File: config.mk
export PLATFORM = sky130hd
export DESIGN_NAME = onehot_decoder_reg_flat
export DESIGN_NICKNAME = d
export VERILOG_FILES = /design/src/rtl/onehot_decoder_reg_pkg.sv /design/src/rtl/onehot_decoder_reg_if.sv /design/src/rtl/onehot_decoder_reg_dec_scan_timer.sv /design/src/rtl/onehot_decoder_reg.sv /design/src/flat_wrapper.sv
export SDC_FILE = /design/constraint.sdc
export NUM_CORES = 1
export LEC_CHECK = 0
export ABC_AREA = 1
export BUFFER_PORTS_ARGS = -buffer_cell sky130_fd_sc_hd__buf_2
export CAP_MARGIN = 20
export CELL_PAD_IN_SITES_DETAIL_PLACEMENT = 0
export CELL_PAD_IN_SITES_GLOBAL_PLACEMENT = 2
export CORE_ASPECT_RATIO = 1.5
export CORE_MARGIN = 1.5
export CORE_UTILIZATION = 33
export DETAILED_ROUTE_END_ITERATION = 8
export HOLD_SLACK_MARGIN = 0.15
export PLACE_DENSITY = 0.87
export SYNTH_ARGS = -nofsm -noshare
export SYNTH_HDL_FRONTEND = slang
export SYNTH_SLANG_ARGS = --single-unit
File: constraint.sdc
create_clock -name clk -period 1.75 [get_ports clk]
set_input_delay 0.175 -clock clk [delete_from_list [all_inputs] [get_ports clk]]
set_output_delay 0.175 -clock clk [all_outputs]
set_load 0.05 [all_outputs]
File: src/rtl/onehot_decoder_reg_pkg.sv
// Shared types and helpers for the registered one-hot decoder.
package onehot_dec_pkg;

   typedef enum logic [1:0] {
      IDLE = 2'd0,
      HOLD = 2'd1,
      SCAN = 2'd2
   } state_e;

   // Scan prescaler width; SCAN_DIV is limited to 1..65535.
   localparam int DIV_W = 16;

   function automatic int sel_width(input int n);
      return (n > 2) ? $clog2(n) : 1;
   endfunction

endpackage

File: src/rtl/onehot_decoder_reg_if.sv
// Handshake, control and one-hot output bundle of onehot_decoder_reg.
interface onehot_decoder_reg_if
   import onehot_dec_pkg::*;
#(
   parameter int NUM_OUT = 16
);
   localparam int SEL_W = sel_width(NUM_OUT);

   logic               in_valid;
   logic               in_ready;
   logic [SEL_W-1:0]   sel;
   logic               clear;
   logic               scan_start;
   logic [NUM_OUT-1:0] out;
   logic               out_valid;
   logic               busy;
   logic               done;
   logic               err;

   modport master (
      output in_valid, sel, clear, scan_start,
      input  in_ready, out, out_valid, busy, done, err
   );

   modport slave (
      input  in_valid, sel, clear, scan_start,
      output in_ready, out, out_valid, busy, done, err
   );

endinterface

File: src/rtl/onehot_decoder_reg_dec_scan_timer.sv
// Scan timing: SCAN_DIV prescaler plus output index counter; idles at zero
// whenever run_i is low so every sweep starts at index 0.
module dec_scan_timer
   import onehot_dec_pkg::*;
#(
   parameter int NUM_OUT  = 16,
   parameter int SEL_W    = sel_width(NUM_OUT),
   parameter int SCAN_DIV = 1
) (
   input  logic clk,
   input  logic rst,
   input  logic run_i,
   output logic step_o,
   output logic last_o
);

   logic [DIV_W-1:0] div_q, div_d;
   logic [SEL_W-1:0] idx_q, idx_d;

   assign step_o = run_i & (div_q == DIV_W'(SCAN_DIV - 1));
   assign last_o = (idx_q == SEL_W'(NUM_OUT - 1));

   // NOTE: every always_comb output gets a default first so no path leaves it unassigned (no latch).
   always_comb begin
      div_d = '0;
      idx_d = '0;
      if (run_i) begin
         if (step_o) begin
            idx_d = last_o ? '0 : idx_q + 1'b1;
         end else begin
            div_d = div_q + 1'b1;
            idx_d = idx_q;
         end
      end
   end

   // NOTE: sequential state uses non-blocking assignments only, so all registers update together.
   always_ff @(posedge clk or posedge rst) begin
      if (rst) begin
         div_q <= '0;
         idx_q <= '0;
      end else begin
         div_q <= div_d;
         idx_q <= idx_d;
      end
   end

endmodule

File: src/rtl/onehot_decoder_reg.sv
// Registered binary-to-one-hot decoder with hold, clear and self-timed scan.
// Define ONEHOT_DEC_ERR_EN to pulse err on an illegal select code.
module onehot_decoder_reg
   import onehot_dec_pkg::*;
#(
   parameter int NUM_OUT  = 16,
   parameter int SEL_W    = sel_width(NUM_OUT),
   parameter int SCAN_DIV = 1
) (
   input logic                 clk,
   input logic                 rst,
   onehot_decoder_reg_if.slave dec_if
);

   state_e             state_q, state_d;
   logic [NUM_OUT-1:0] out_q, out_d;
   logic               done_q, done_d;
   logic               accept;
   logic               legal;
   logic               step;
   logic               last;

   dec_scan_timer #(
      .NUM_OUT  (NUM_OUT),
      .SEL_W    (SEL_W),
      .SCAN_DIV (SCAN_DIV)
   ) u_scan_timer (
      .clk    (clk),
      .rst    (rst),
      .run_i  (state_q == SCAN),
      .step_o (step),
      .last_o (last)
   );

   // scan_start has priority over the input, even though in_ready stays high.
   assign accept = dec_if.in_valid & dec_if.in_ready & ~dec_if.clear & ~dec_if.scan_start;
   assign legal  = (int'(dec_if.sel) < NUM_OUT);

   always_comb begin
      state_d = state_q;
      out_d   = out_q;
      done_d  = 1'b0;
      if (dec_if.clear) begin
         state_d = IDLE;
         out_d   = '0;
      end else if (dec_if.scan_start && state_q != SCAN) begin
         state_d = SCAN;
         out_d   = NUM_OUT'(1);
      end else if (state_q == SCAN) begin
         if (step && last) begin
            state_d = IDLE;
            out_d   = '0;
            done_d  = 1'b1;
         end else if (step) begin
            out_d = out_q << 1;
         end
      end else if (accept) begin
         if (legal) begin
            state_d = HOLD;
            out_d   = NUM_OUT'(1) << dec_if.sel;
         end else begin
            state_d = IDLE;
            out_d   = '0;
         end
      end
   end

   always_ff @(posedge clk or posedge rst) begin
      if (rst) begin
         state_q <= IDLE;
         out_q   <= '0;
         done_q  <= 1'b0;
      end else begin
         state_q <= state_d;
         out_q   <= out_d;
         done_q  <= done_d;
      end
   end

`ifdef ONEHOT_DEC_ERR_EN
   logic err_q;

   always_ff @(posedge clk or posedge rst) begin
      if (rst) begin
         err_q <= 1'b0;
      end else begin
         err_q <= accept & ~legal;
      end
   end

   assign dec_if.err = err_q;
`else
   assign dec_if.err = 1'b0;
`endif

   assign dec_if.in_ready  = (state_q != SCAN);
   assign dec_if.out       = out_q;
   assign dec_if.out_valid = (state_q == HOLD);
   assign dec_if.busy      = (state_q == SCAN);
   assign dec_if.done      = done_q;

endmodule

File: src/flat_wrapper.sv
// flat-port wrapper written by rule: the top's interface ports become plain ports
module onehot_decoder_reg_flat import onehot_dec_pkg::*;
#(
   parameter int NUM_OUT  = 16,
   parameter int SEL_W    = sel_width(NUM_OUT),
   parameter int SCAN_DIV = 1
)
  (clk, rst, dec_if_in_valid, dec_if_sel, dec_if_clear, dec_if_scan_start, dec_if_in_ready, dec_if_out, dec_if_out_valid, dec_if_busy, dec_if_done, dec_if_err);
  onehot_decoder_reg_if #(.NUM_OUT(NUM_OUT)) dec_if_i ();
  input logic clk;
  input logic rst;
  input wire logic [$bits(dec_if_i.in_valid)-1:0] dec_if_in_valid;
  input wire logic [$bits(dec_if_i.sel)-1:0] dec_if_sel;
  input wire logic [$bits(dec_if_i.clear)-1:0] dec_if_clear;
  input wire logic [$bits(dec_if_i.scan_start)-1:0] dec_if_scan_start;
  output wire logic [$bits(dec_if_i.in_ready)-1:0] dec_if_in_ready;
  output wire logic [$bits(dec_if_i.out)-1:0] dec_if_out;
  output wire logic [$bits(dec_if_i.out_valid)-1:0] dec_if_out_valid;
  output wire logic [$bits(dec_if_i.busy)-1:0] dec_if_busy;
  output wire logic [$bits(dec_if_i.done)-1:0] dec_if_done;
  output wire logic [$bits(dec_if_i.err)-1:0] dec_if_err;
  assign dec_if_i.in_valid = dec_if_in_valid;
  assign dec_if_i.sel = dec_if_sel;
  assign dec_if_i.clear = dec_if_clear;
  assign dec_if_i.scan_start = dec_if_scan_start;
  assign dec_if_in_ready = dec_if_i.in_ready;
  assign dec_if_out = dec_if_i.out;
  assign dec_if_out_valid = dec_if_i.out_valid;
  assign dec_if_busy = dec_if_i.busy;
  assign dec_if_done = dec_if_i.done;
  assign dec_if_err = dec_if_i.err;
  onehot_decoder_reg #(.NUM_OUT(NUM_OUT), .SEL_W(SEL_W), .SCAN_DIV(SCAN_DIV)) u_core (.clk(clk), .rst(rst), .dec_if(dec_if_i));
endmodule
== Word level (Yosys, flattened, before mapping) ==
Index checks and enable logic that the tools add are counted.
Storage, ports and cells
  register bits after elaboration: 39
  word-level logic and storage cells: 47
Cells by class
  multiplexer cells: 20
  add/sub/neg operators: 2
  reductions and logical operators: 6
  eq/ne operators: 7
  bitwise logic cells: 6
  shifts and indexed selects: 1
Operator list (count)
  $mux 16: 8
  $add 16x1->16 const B: 1
  $logic_not 16->1: 1
  $shl 1x4->16 const A: 1
  $mux 4: 3
  $mux 2: 5
  $ne 5x2->1 const B: 1
  $add 4x1->4 const B: 1
  $and 1x1->1: 4
  $eq 4x4->1 const B: 1
  $mux 1: 4
  $ne 4x2->1 const B: 1
  $reduce_and 2->1: 2
  $reduce_bool 4->1: 1
  $eq 2x1->1 const B: 1
  $eq 2x2->1 const B: 1
  $logic_and 1x1->1: 2
  $ne 2x1->1 const B: 1
  $ne 2x2->1 const B: 1
  $not 1->1: 2

== Longest topological paths before layout ==
Gate-level depths: netlist of the first run.
  word-level depth: 8
  gate-level depth with buffers: 11
  depth with buffers taken out: 10

== By module ==
From an unflattened synthesis of the first run, not the netlist that was laid out.
Second synthesis, totals
  cells, all modules: 313
  area total of the unflattened synthesis: 2274.7 um2
By module, submodules not included
  dec_scan_timer: instances 1, area each 1218.7 um2, seq. area each 500.5 um2, cells an instance 169
  onehot_decoder_reg: instances 1, area each 1056.0 um2, seq. area each 475.5 um2, cells an instance 144

== Worst setup path after synthesis of the first run ==
OpenSTA, ideal clock, no wires.
  kind: reg2reg
  from: register u_core.state_q[0]
  to: register u_core.out_q[15], in the netlist u_core.dec_if.out[15]
  arrival time: 1.443 ns
  clock period less this slack: 1.509 ns
  setup time: 0.066 ns
  slack: 0.241 ns
  buffers on the path: 1
  stages on the path, launching flop included: 9
  path through: dfrtp_1 -> nor2_8 -> inv_4 -> buf_2 -> nor2_1 -> nand2_1 -> nand2_1 -> nand2_1 -> nand2_1
Between the ends
  longest elaborated chain between the ends: 7
  elaborated cells on any way between the ends: 15
  classes of those cells: 3 x eq/ne; 4 x mux; 4 x bitwise; 4 x reduce/logical
Ends and longest elaborated chain
  start: declaration: RTL line onehot_decoder_reg.sv:15  | state_e state_q, state_d;
  start signal: assignment: RTL line onehot_decoder_reg.sv:74  | state_q <= state_d;
  $eq 2x2->1 (*)
  named net dec_if_busy: RTL line flat_wrapper.sv:19  | output wire logic [$bits(dec_if_i.busy)-1:0] dec_if_busy;
  $and 1x1->1: RTL line onehot_decoder_reg_dec_scan_timer.sv:20  | assign step_o = run_i & (div_q == DIV_W'(SCAN_DIV - 1));
  $logic_and 1x1->1: RTL line onehot_decoder_reg.sv:50  | if (step && last) begin
  $mux 16: RTL line onehot_decoder_reg.sv:50
  $mux 16: RTL line onehot_decoder_reg.sv:49  | end else if (state_q == SCAN) begin
  $mux 16: RTL line onehot_decoder_reg.sv:46  | end else if (dec_if.scan_start && state_q != SCAN) begin
  $mux 16: RTL line onehot_decoder_reg.sv:43  | if (dec_if.clear) begin
  end signal: assignment: RTL line onehot_decoder_reg.sv:75  | out_q <= out_d;
  end: declaration: RTL line onehot_decoder_reg.sv:16  | logic [NUM_OUT-1:0] out_q, out_d;
Mark *: on every way through the listed nets, which the timed path passes. The rest lies on a longest branch.
A chain may end at the register's enable or synchronous reset.

== Final worst setup path of the first run ==
  from: register u_core.state_q[0]
  to: output dec_if_in_ready
Between the ends
  longest elaborated chain between the ends: 1
Ends and longest elaborated chain
  $ne 2x2->1: RTL line onehot_decoder_reg.sv:96  | assign dec_if.in_ready = (state_q != SCAN);
  end: declaration: RTL line flat_wrapper.sv:16  | output wire logic [$bits(dec_if_i.in_ready)-1:0] dec_if_in_ready;
No other way between the ends.

==> results of run 1 <==
-- worst max-delay path: cells and delay by family (launching register included) --
family,cells,cell delay [ns]
buffers and inverters,2,0.37
and+or+nand+nor,1,0.29
DFF,1,0.45
-- placed cells by master (no fill, tap or decap), types with 2 or more instances in the layout --
cell / count
a21oi_1: 5
buf_2: 28
buf_4: 12
clkbuf_1: 2
clkbuf_8: 5
dfrtp_1: 39
dlygate4sd3_1: 2
ha_1: 3
inv_1: 39
inv_2: 2
nand2_1: 126
nand2_2: 6
nand3_1: 8
nand4_1: 2
nand4_4: 2
nor2_1: 47
nor2_2: 4
nor2_4: 2
nor3_1: 10
nor3_2: 2
o21ai_0: 6
xnor2_1: 3
-- per-layer routing --
layer | vias up | routed length (um) | global-route usage
li1 | 1081 | - | -
met1 | 945 | 2230 | 0.168
met2 | 29 | 3100 | 0.317
met3 | 8 | 113 | 0.0235
met4 | 0 | 110 | 0.0593
met5 | - | 0 | 0
-- per-stage QoR --
step | std cells | cell area (um^2) | hold WS [ns] | worst slack, ns
global placement | 440 | 2660 | 0.333 | 0.211
detailed placement | 440 | 2660 | 0.336 | 0.220
CTS | 450 | 2760 | 0.163 | 0.157
global route | 450 | 2760 | 0.168 | 0.0451
floorplan | 327 | 2370 | 0.241 | 0.241
finish | 450 | 2760 | 0.168 | 0.187
-- power by group --
part           leakage [nW]  total (mW)  switching (mW)  internal (mW)
logic                 0.784       0.233           0.174         0.0594
registers             0.541       0.928          0.0141          0.914
clock network        0.0422       0.594           0.314          0.280
-- path summary, 6_finish.rpt --
| check | startpoint | depth (start not counted) | to | slack, ns |
|---|---|---|---|---|
| max | u_core.state_q[0]$_DFFE_PP0P_ | 3 | dec_if_in_ready | 0.19 |
| min | dec_if_in_valid | 3 | u_core.state_q[0]$_DFFE_PP0P_ | 0.17 |
| max reg2reg | u_core.u_scan_timer.idx_q[0]$_DFFE_PP0P_ | 10 | u_core.dec_if.out[4]$_DFFE_PP0P_ | 0.19 |
| min reg2reg | u_core.dec_if.out[15]$_DFFE_PP0P_ | 2 | u_core.dec_if.out[15]$_DFFE_PP0P_ | 0.48 |
| max in group asynchronous | rst | 4 | u_core.dec_if.out[15]$_DFFE_PP0P_ | 0.82 |
| min in group asynchronous | rst | 4 | u_core.state_q[1]$_DFFE_PP0P_ | 0.56 |
-- registers in the layout (all words and copies together), names as in the netlist --
| name | flops |
|---|---|
| u_core.dec_if.done | 1 |
| u_core.dec_if.out | 16 |
| u_core.state_q | 2 |
| u_core.u_scan_timer.idx_q | 4 |
| u_core.u_scan_timer.div_q | 16 |
-- area by class of cell --
type,instances,area [um^2]
Tap cell,78,97.6
Timing Repair Buffer,43,270
Clock buffer,7,76.3
Sequential cell,39,976
Inverter,43,169
Fill cell,743,4140
Multi-Input combinational cell,239,1160
Clock inverter,1,5.00
-- cells by family (layout without fill, tap and decap cells) --
kind of cell               count (synthesis)  after routing
DFF                                       39             39
other                                      1              1
and+or+nand+nor                          214            214
buffers and inverters                     49             94
adders and majority gates                  3              3
xor gates and xnor gates                   4              4
AOI/OAI and AO/OA                         17             17
==> metrics.txt, run 1 <==
status completed; critical path's largest stage delay 0.45 ns; Post-Synth XOR/XNOR Area 0.0148; worst-case clock buffer depth 2; number of global-route vias before repair 2088; DRT Wirelength 5.55 mm; final hold violations 0; 1st-iter DRT viols between 40 and 50; Core Region 0.00690 mm^2; Clock Latency Late Sink 0.29 ns; number of antenna violations at the first check in global routing 0; cell row count 37; count leader, synth nand2_1; # clock sinks 39; Area Growth Syn to Fin 16.4%; post-DR wirelength/cell 12.3 um; synthesized cell area 0.00237 mm^2; EDFF count, synth 0; Critical Path RT roughly 1.6 ns; async set or reset register ratio after synthesis 1.00; HPWL Detailed approximately 4.2 mm; crit path cell chain nor2_8, inv_4, buf_2; root buffer cell clkbuf_8; type of the worst setup path reg -> out; Power Dens Cells 637 mW/mm^2; total track usage 0.162; Die ar. 0.00770 mm^2; Compound-Gate Fraction of Synth Area 0.0449; Max Cap Viol 0; largest family of logic cells by synthesized area simple AND/OR/NAND/NOR gates; leakage 1.37 nW; Syn. warnings 0; setup TNS 0 ns; Slew headroom 0.652; grt ovf 0; # diodes 0; post-route antenna net violation count 0; Peak VDD IR approximately 0.4 mV; register area share after synthesis 0.412; H-tree depth 2; minimum clock period 1.56 ns; global-route wire length before repair 9.63 mm; Synth Instances 327; Synth top area share 0.412; CTS buffer count 5; worst clock skew 0.00476 ns; largest net degree at the start of global routing 40; post-synthesis mux area share 0; CP endpoint kind output port; highest-delay cell along the critical path dfrtp_1; prevailing post-synth register cell dfrtp_1; adder-cell share of the synthesized area 0.0158; # hold bufs at CTS 2; Design Power 1.76 mW; Area contributors post-synth dfrtp_1 41%, nand2_1 20%, nor2_1 7.4%; Hold Path Class in -> reg; die height ~110 um; vias 2063; Yosys reg bits 39; RSZ-0062 raised after global routing no; Final Core Density 0.400; critical path arrival roughly 1.4 ns; Post-Synth Simple-Gate Area 0.414; CP Launch Type register; clk slew on worst S/H paths 0.08 ns; PortBufs 28; final weighted congestion in routability-driven placement 0.729; Post-Syn Area per Cell approximately 7.2 um^2; syn nets 339; Final setup viols 0; layout cells sized above 1 0.196; CTS tree done; Final nets 383; Final Max Slew Viols 0; DRC violations left 0; Least-Margin Pin Slew 0.522 ns; routed vias/inst about 4.6; post-CTS setup buffer count 0; Ports 30; critical path peak fanout 12; Netlist cell types 36; Starting Density 0.343; most common library cells after synthesis 126 x nand2_1, 47 x nor2_1, 39 x dfrtp_1, 39 x inv_1, 10 x nor3_1; Die X 72.2 um; Tcrit/Tclk final 0.893; Peak Freq around 0.64 GHz; TritonRoute pass-1 iters 4; Post-CTS Resized 0; largest area contributor in the netlist dfrtp_1
No activity file was read; power rests on OpenSTA's default activity.
==> run 2, diff against run 1 <==
- CORE_MARGIN: 1.5 -> default
- CORE_UTILIZATION: 33 -> 34
- CTS_BUF_LIST: default -> sky130_fd_sc_hd__clkbuf_4 sky130_fd_sc_hd__clkbuf_8
- PLACE_DENSITY: 0.87 -> 0.89
==> metrics.txt, run 2 (same netlist as run 1, synthesis figures left out) <==
largest net degree at the start of global routing 40 (unchanged); total track usage 0.165 (was 0.162); cell row count 36 (was 37); type of the worst setup path reg -> out (unchanged); RSZ-0062 raised after global routing no (unchanged); Core Region 0.00662 mm^2 (was 0.00690 mm^2); vias 2099 (was 2063); Clock Latency Late Sink 0.29 ns (about the same); final weighted congestion in routability-driven placement 0.745 (was 0.729); Final Core Density 0.413 (was 0.400); Starting Density 0.358 (was 0.343); PortBufs 28 (unchanged); post-route antenna net violation count 0 (unchanged); # diodes 0 (unchanged); CP Launch Type register (unchanged); CP endpoint kind output port (unchanged); fillers 691 (was 743); Area Growth Syn to Fin 15.5% (was 16.4%); Power Dens Cells 641 mW/mm^2 (was 637 mW/mm^2); critical path arrival 1.46 ns (was 1.39 ns); post-DR wirelength/cell 12.4 um (was 12.3 um); Least-Margin Pin Slew 0.515 ns (was 0.522 ns); Peak Freq 0.611 GHz (was 0.640 GHz); number of global-route vias before repair 2093 (was 2088); final hold violations 0 (unchanged); global-route wire length before repair 9.55 mm (was 9.63 mm); Critical Path RT 1.57 ns (about the same); Die X 70.2 um (was 72.2 um); highest-delay cell along the critical path dfrtp_1 (unchanged); critical path peak fanout 25 (was 12); Die ar. 0.00731 mm^2 (was 0.00770 mm^2); minimum clock period 1.64 ns (was 1.56 ns); Final Max Slew Viols 0 (unchanged); Slew headroom 0.657 (was 0.652); routed vias/inst 4.73 (was 4.58); Register Area 976 um^2 (unchanged); setup TNS 0 ns (unchanged); grt ovf 0 (unchanged); die height 104 um (was 107 um); DRC violations left 0 (unchanged); HPWL Detailed 4.18 mm (was 4.21 mm); crit path cell chain inv_2, nor2_8, inv_4, buf_4, buf_4 (was nor2_8, inv_4, buf_2); critical path's largest stage delay 0.41 ns (was 0.45 ns); worst-case clock buffer depth 2 (unchanged); commonest non-fill, non-tap cell in the layout nand2_1 (unchanged); Ports 30 (unchanged); layout cells sized above 1 0.196 (about the same); Hold Path Class in -> reg (unchanged); Final setup viols 0 (unchanged); # clock sinks 39 (unchanged); clk slew on worst S/H paths 0.08 ns (about the same); status completed (unchanged); H-tree depth 2 (unchanged); number of antenna violations at the first check in global routing 0 (unchanged); 1st-iter DRT viols 66 (was 48); most frequent cells in the layout 126 x nand2_1, 47 x nor2_1, 39 x inv_1, 39 x dfrtp_1, 27 x buf_2 (was 126 x nand2_1, 47 x nor2_1, 39 x inv_1, 39 x dfrtp_1, 28 x buf_2); Tcrit/Tclk final 0.935 (was 0.893); Peak VDD IR 0.324 mV (was 0.412 mV); crit-path most repeated cell buf_4; leakage 1.36 nW (was 1.37 nW); CTS tree done (unchanged); multi-input logic area 0.00116 mm^2 (unchanged); Final nets 381 (was 383); TritonRoute pass-1 iters 4 (unchanged); CTS buffer count 5 (unchanged); root buffer cell clkbuf_8 (unchanged); Max Cap Viol 0 (unchanged); worst clock skew 0.00563 ns (was 0.00476 ns); DRT Wirelength 5.53 mm (was 5.55 mm)
[run 2: cell type report]
cell class                      count  share of cell area
Inverter                           43              0.0618
Multi-Input combinational cell    239               0.425
Sequential cell                    39               0.357
Timing Repair Buffer               41              0.0933
Clock buffer                        6              0.0279
Tap cell                           76              0.0348
[run 2: stage by stage]
step	cell area (um^2)	worst slack [ns]	hold WS [ns]	instances	total power, mW
final	2740	0.113	0.163	444	1.75
after detailed placement	2640	0.198	0.351	436	1.18
after global placement	2640	0.196	0.330	436	1.18
after global routing	2740	0.0191	0.175	444	1.83
after floorplan	2370	0.241	0.241	327	1.12
after CTS	2730	0.00116	0.156	443	1.78
[run 2: power breakdown]
part	internal (mW)	total, mW	switching, mW
clock network	0.282	0.590	0.308
registers	0.914	0.927	0.0125
logic	0.0630	0.237	0.174
[run 2: repair_timing]
item / in CTS / in global routing
hold buffers: 1 / 0
pin swaps: 0 / 1
endpoints found under the hold margin: 39 / 0
resized for setup: 1 / 0
buffers inserted: 0 / 1
setup endpoints to repair: 1 / 1
[run 2: path summary, 6_finish.rpt]
path                            slack, ns                              startpoint                                     end  depth (start not counted)
max in group asynchronous            0.83                                     rst        u_core.dec_if.out[1]$_DFFE_PP0P_                          4
worst max register to register       0.21  u_core.u_scan_timer.div_q[6]$_DFF_PP0_       u_core.dec_if.out[15]$_DFFE_PP0P_                          9
worst min-delay path                 0.16                         dec_if_in_valid           u_core.state_q[0]$_DFFE_PP0P_                          3
min in group asynchronous            0.56                                     rst       u_core.dec_if.out[13]$_DFFE_PP0P_                          4
worst min register to register       0.48  u_core.u_scan_timer.div_q[0]$_DFF_PP0_  u_core.u_scan_timer.div_q[0]$_DFF_PP0_                          1
worst max-delay path                 0.11           u_core.state_q[1]$_DFFE_PP0P_                         dec_if_in_ready                          5
[run 2: worst max-delay path: cells and delay by family (launching register included)]
family	cells	cell delay, ns
simple gates	1	0.06
buf+inv	4	0.70
flops	1	0.41
[run 2: routing by layer]
metal  vias to the layer above  track usage  share of wire
li1                       1079            -              -
met3                         5       0.0262          0.019
met2                        24        0.330           0.57
met4                         0       0.0429          0.013
met1                       991        0.170           0.39
met5                         -            0              0
==> run 3, diff against run 2 <==
==> constraint.sdc (replaced) <==
create_clock -name clk -period 1.75 [get_ports clk]
set_input_delay 0.0875 -clock clk [delete_from_list [all_inputs] [get_ports clk]]
set_output_delay 0.0875 -clock clk [all_outputs]
set_load 0.05 [all_outputs]
==> metrics.txt, run 3 (same netlist as run 1, synthesis figures left out) <==
status completed (unchanged); Peak Freq 0.607 GHz (was 0.611 GHz); HPWL Detailed 4.18 mm (unchanged); global-route wire length before repair 9.63 mm (was 9.55 mm); cell row count 36 (unchanged); # diodes 0 (unchanged); Die ar. 0.00731 mm^2 (unchanged); Clock Latency Late Sink 0.29 ns (about the same); Area Growth Syn to Fin 16.3% (was 15.5%); non-filler cells, final 446 (was 444); met1 usage 0.171 (was 0.170); Final setup viols 0 (unchanged); share of power burned in registers 0.529 (was 0.528); worst-case clock buffer depth 2 (unchanged); Max Cap Viol 0 (unchanged); Int Pwr 1.26 mW (about the same); number of global-route vias before repair 2112 (was 2093); final hold violations 0 (unchanged); leakage 1.37 nW (was 1.36 nW); post-CTS setup buffer count 0 (unchanged); DRT Wirelength 5.59 mm (was 5.53 mm); Fin Hold WS 0.209 ns (was 0.163 ns); sw frac 0.281 (was 0.282); die height 104 um (unchanged); placed cells 436 (unchanged); most frequent cells in the layout 126 x nand2_1, 47 x nor2_1, 39 x inv_1, 39 x dfrtp_1, 28 x buf_2 (was 126 x nand2_1, 47 x nor2_1, 39 x inv_1, 39 x dfrtp_1, 27 x buf_2); clk slew on worst S/H paths 0.08 ns (about the same); crit path cell chain inv_2, nor2_8, inv_4, buf_4, buf_2 (was inv_2, nor2_8, inv_4, buf_4, buf_4); Peak VDD IR 0.322 mV (was 0.324 mV); setup TNS 0 ns (unchanged); Final nets 383 (was 381); 1st-iter DRT viols 78 (was 66); type of the worst setup path reg -> out (unchanged); number of antenna violations at the first check in global routing 0 (unchanged); Starting Density 0.358 (unchanged); CP Launch Type register (unchanged); # clock sinks 39 (unchanged); Final Core Density 0.416 (was 0.413); Core Region 0.00662 mm^2 (unchanged); Gate power share 0.135 (about the same); minimum clock period 1.65 ns (was 1.64 ns); critical path arrival 1.56 ns (was 1.46 ns); post-DR wirelength/cell 12.5 um (was 12.4 um); H-tree depth 2 (unchanged); CTS buffer count 5 (unchanged); root buffer cell clkbuf_8 (unchanged); post-route antenna net violation count 0 (unchanged); layout cells sized above 1 0.192 (was 0.196); Power Dens Cells 636 mW/mm^2 (was 641 mW/mm^2); largest net degree at the start of global routing 40 (unchanged); PortBufs 28 (unchanged); vias 2118 (was 2099); Sw Pwr 0.493 mW (was 0.495 mW); highest-delay cell along the critical path dfrtp_1 (unchanged); Final Max Slew Viols 0 (unchanged); clock group share of total power 0.335 (was 0.337); commonest non-fill, non-tap cell in the layout nand2_1 (unchanged); critical path's largest stage delay 0.41 ns (about the same); CP endpoint kind output port (unchanged); TritonRoute pass-1 iters 4 (unchanged); RSZ-0062 raised after global routing no (unchanged); Hold Path Class in -> reg (unchanged); Tcrit/Tclk final 0.941 (was 0.935); worst clock skew 0.00511 ns (was 0.00563 ns); Critical Path RT 1.66 ns (was 1.57 ns); routed vias/inst 4.75 (was 4.73); total track usage 0.166 (was 0.165); final weighted congestion in routability-driven placement 0.745 (unchanged); Least-Margin Pin Slew 0.515 ns (about the same); critical path peak fanout 25 (unchanged); grt ovf 0 (unchanged); met2 global-route usage 0.334 (was 0.330); Ports 30 (unchanged); most used routing layer met2 (unchanged); CTS tree done (unchanged); grt met3 use 0.0262 (unchanged); DRC violations left 0 (unchanged); Slew headroom 0.657 (about the same); Die X 70.2 um (unchanged)
run 3: changes by cell type in the layout (fill, tap and decap cells not counted):
cell           delta
dlygate4sd3_1     +3
buf_2             +1
buf_4             -2
run 3: final timing paths:
check | from | to | slack [ns] | depth (start not counted)
max | u_core.state_q[1]$_DFFE_PP0P_ | dec_if_in_ready | 0.10 | 5
min | dec_if_sel[3] | u_core.dec_if.out[3]$_DFFE_PP0P_ | 0.21 | 6
max reg2reg | u_core.u_scan_timer.div_q[6]$_DFF_PP0_ | u_core.dec_if.out[15]$_DFFE_PP0P_ | 0.21 | 9
min reg2reg | u_core.u_scan_timer.div_q[0]$_DFF_PP0_ | u_core.u_scan_timer.div_q[0]$_DFF_PP0_ | 0.48 | 1
max in group asynchronous | rst | u_core.dec_if.out[1]$_DFFE_PP0P_ | 0.92 | 4
min in group asynchronous | rst | u_core.dec_if.out[13]$_DFFE_PP0P_ | 0.47 | 4
run 3: worst max-delay path, delay by kind of cell, from the launching register on:
kind,cells,cell delay (ns)
flip-flops,1,0.41
AND/OR/NAND/NOR,1,0.07
buffers and inverters,4,0.77
run 3: what timing repair did:
item                                   in CTS  in global routing
resized for setup                           0                  0
hold buffers                                4                  0
endpoints found under the hold margin      42                  0
run 3: area by class of cell:
cell class	count	area, um^2
fillers	692	3870
repair buffers	43	275
well taps	76	95.1
flip-flops and latches	39	976
inverters	43	169
clock buffers	6	76.3
multi-input cells	239	1160
run 3: through the flow:
step / worst slack, ns / instance area (um^2) / total power, mW
3_3_place_gp: 0.196 / 2640 / 1.18
3_5_place_dp: 0.198 / 2640 / 1.18
4_1_cts: 0.0613 / 2760 / 1.78
5_1_grt: 0.00378 / 2760 / 1.83
2_1_floorplan: 0.241 / 2370 / 1.12
6_report: 0.103 / 2760 / 1.75
run 3: power groups by stage:
stage / registers, mW / logic, mW / clock network [mW]
finish: 0.927 / 0.237 / 0.587
global route: 0.929 / 0.264 / 0.634
CTS: 0.927 / 0.244 / 0.611
detailed placement: 0.945 / 0.237 / 0
global placement: 0.944 / 0.235 / 0
floorplan: 0.967 / 0.149 / 0
run 3: layer usage:
layer	wire length, um	share of wire
met1	2140	0.38
met2	3240	0.58
met3	137	0.025
met4	73	0.013
met5	0	0
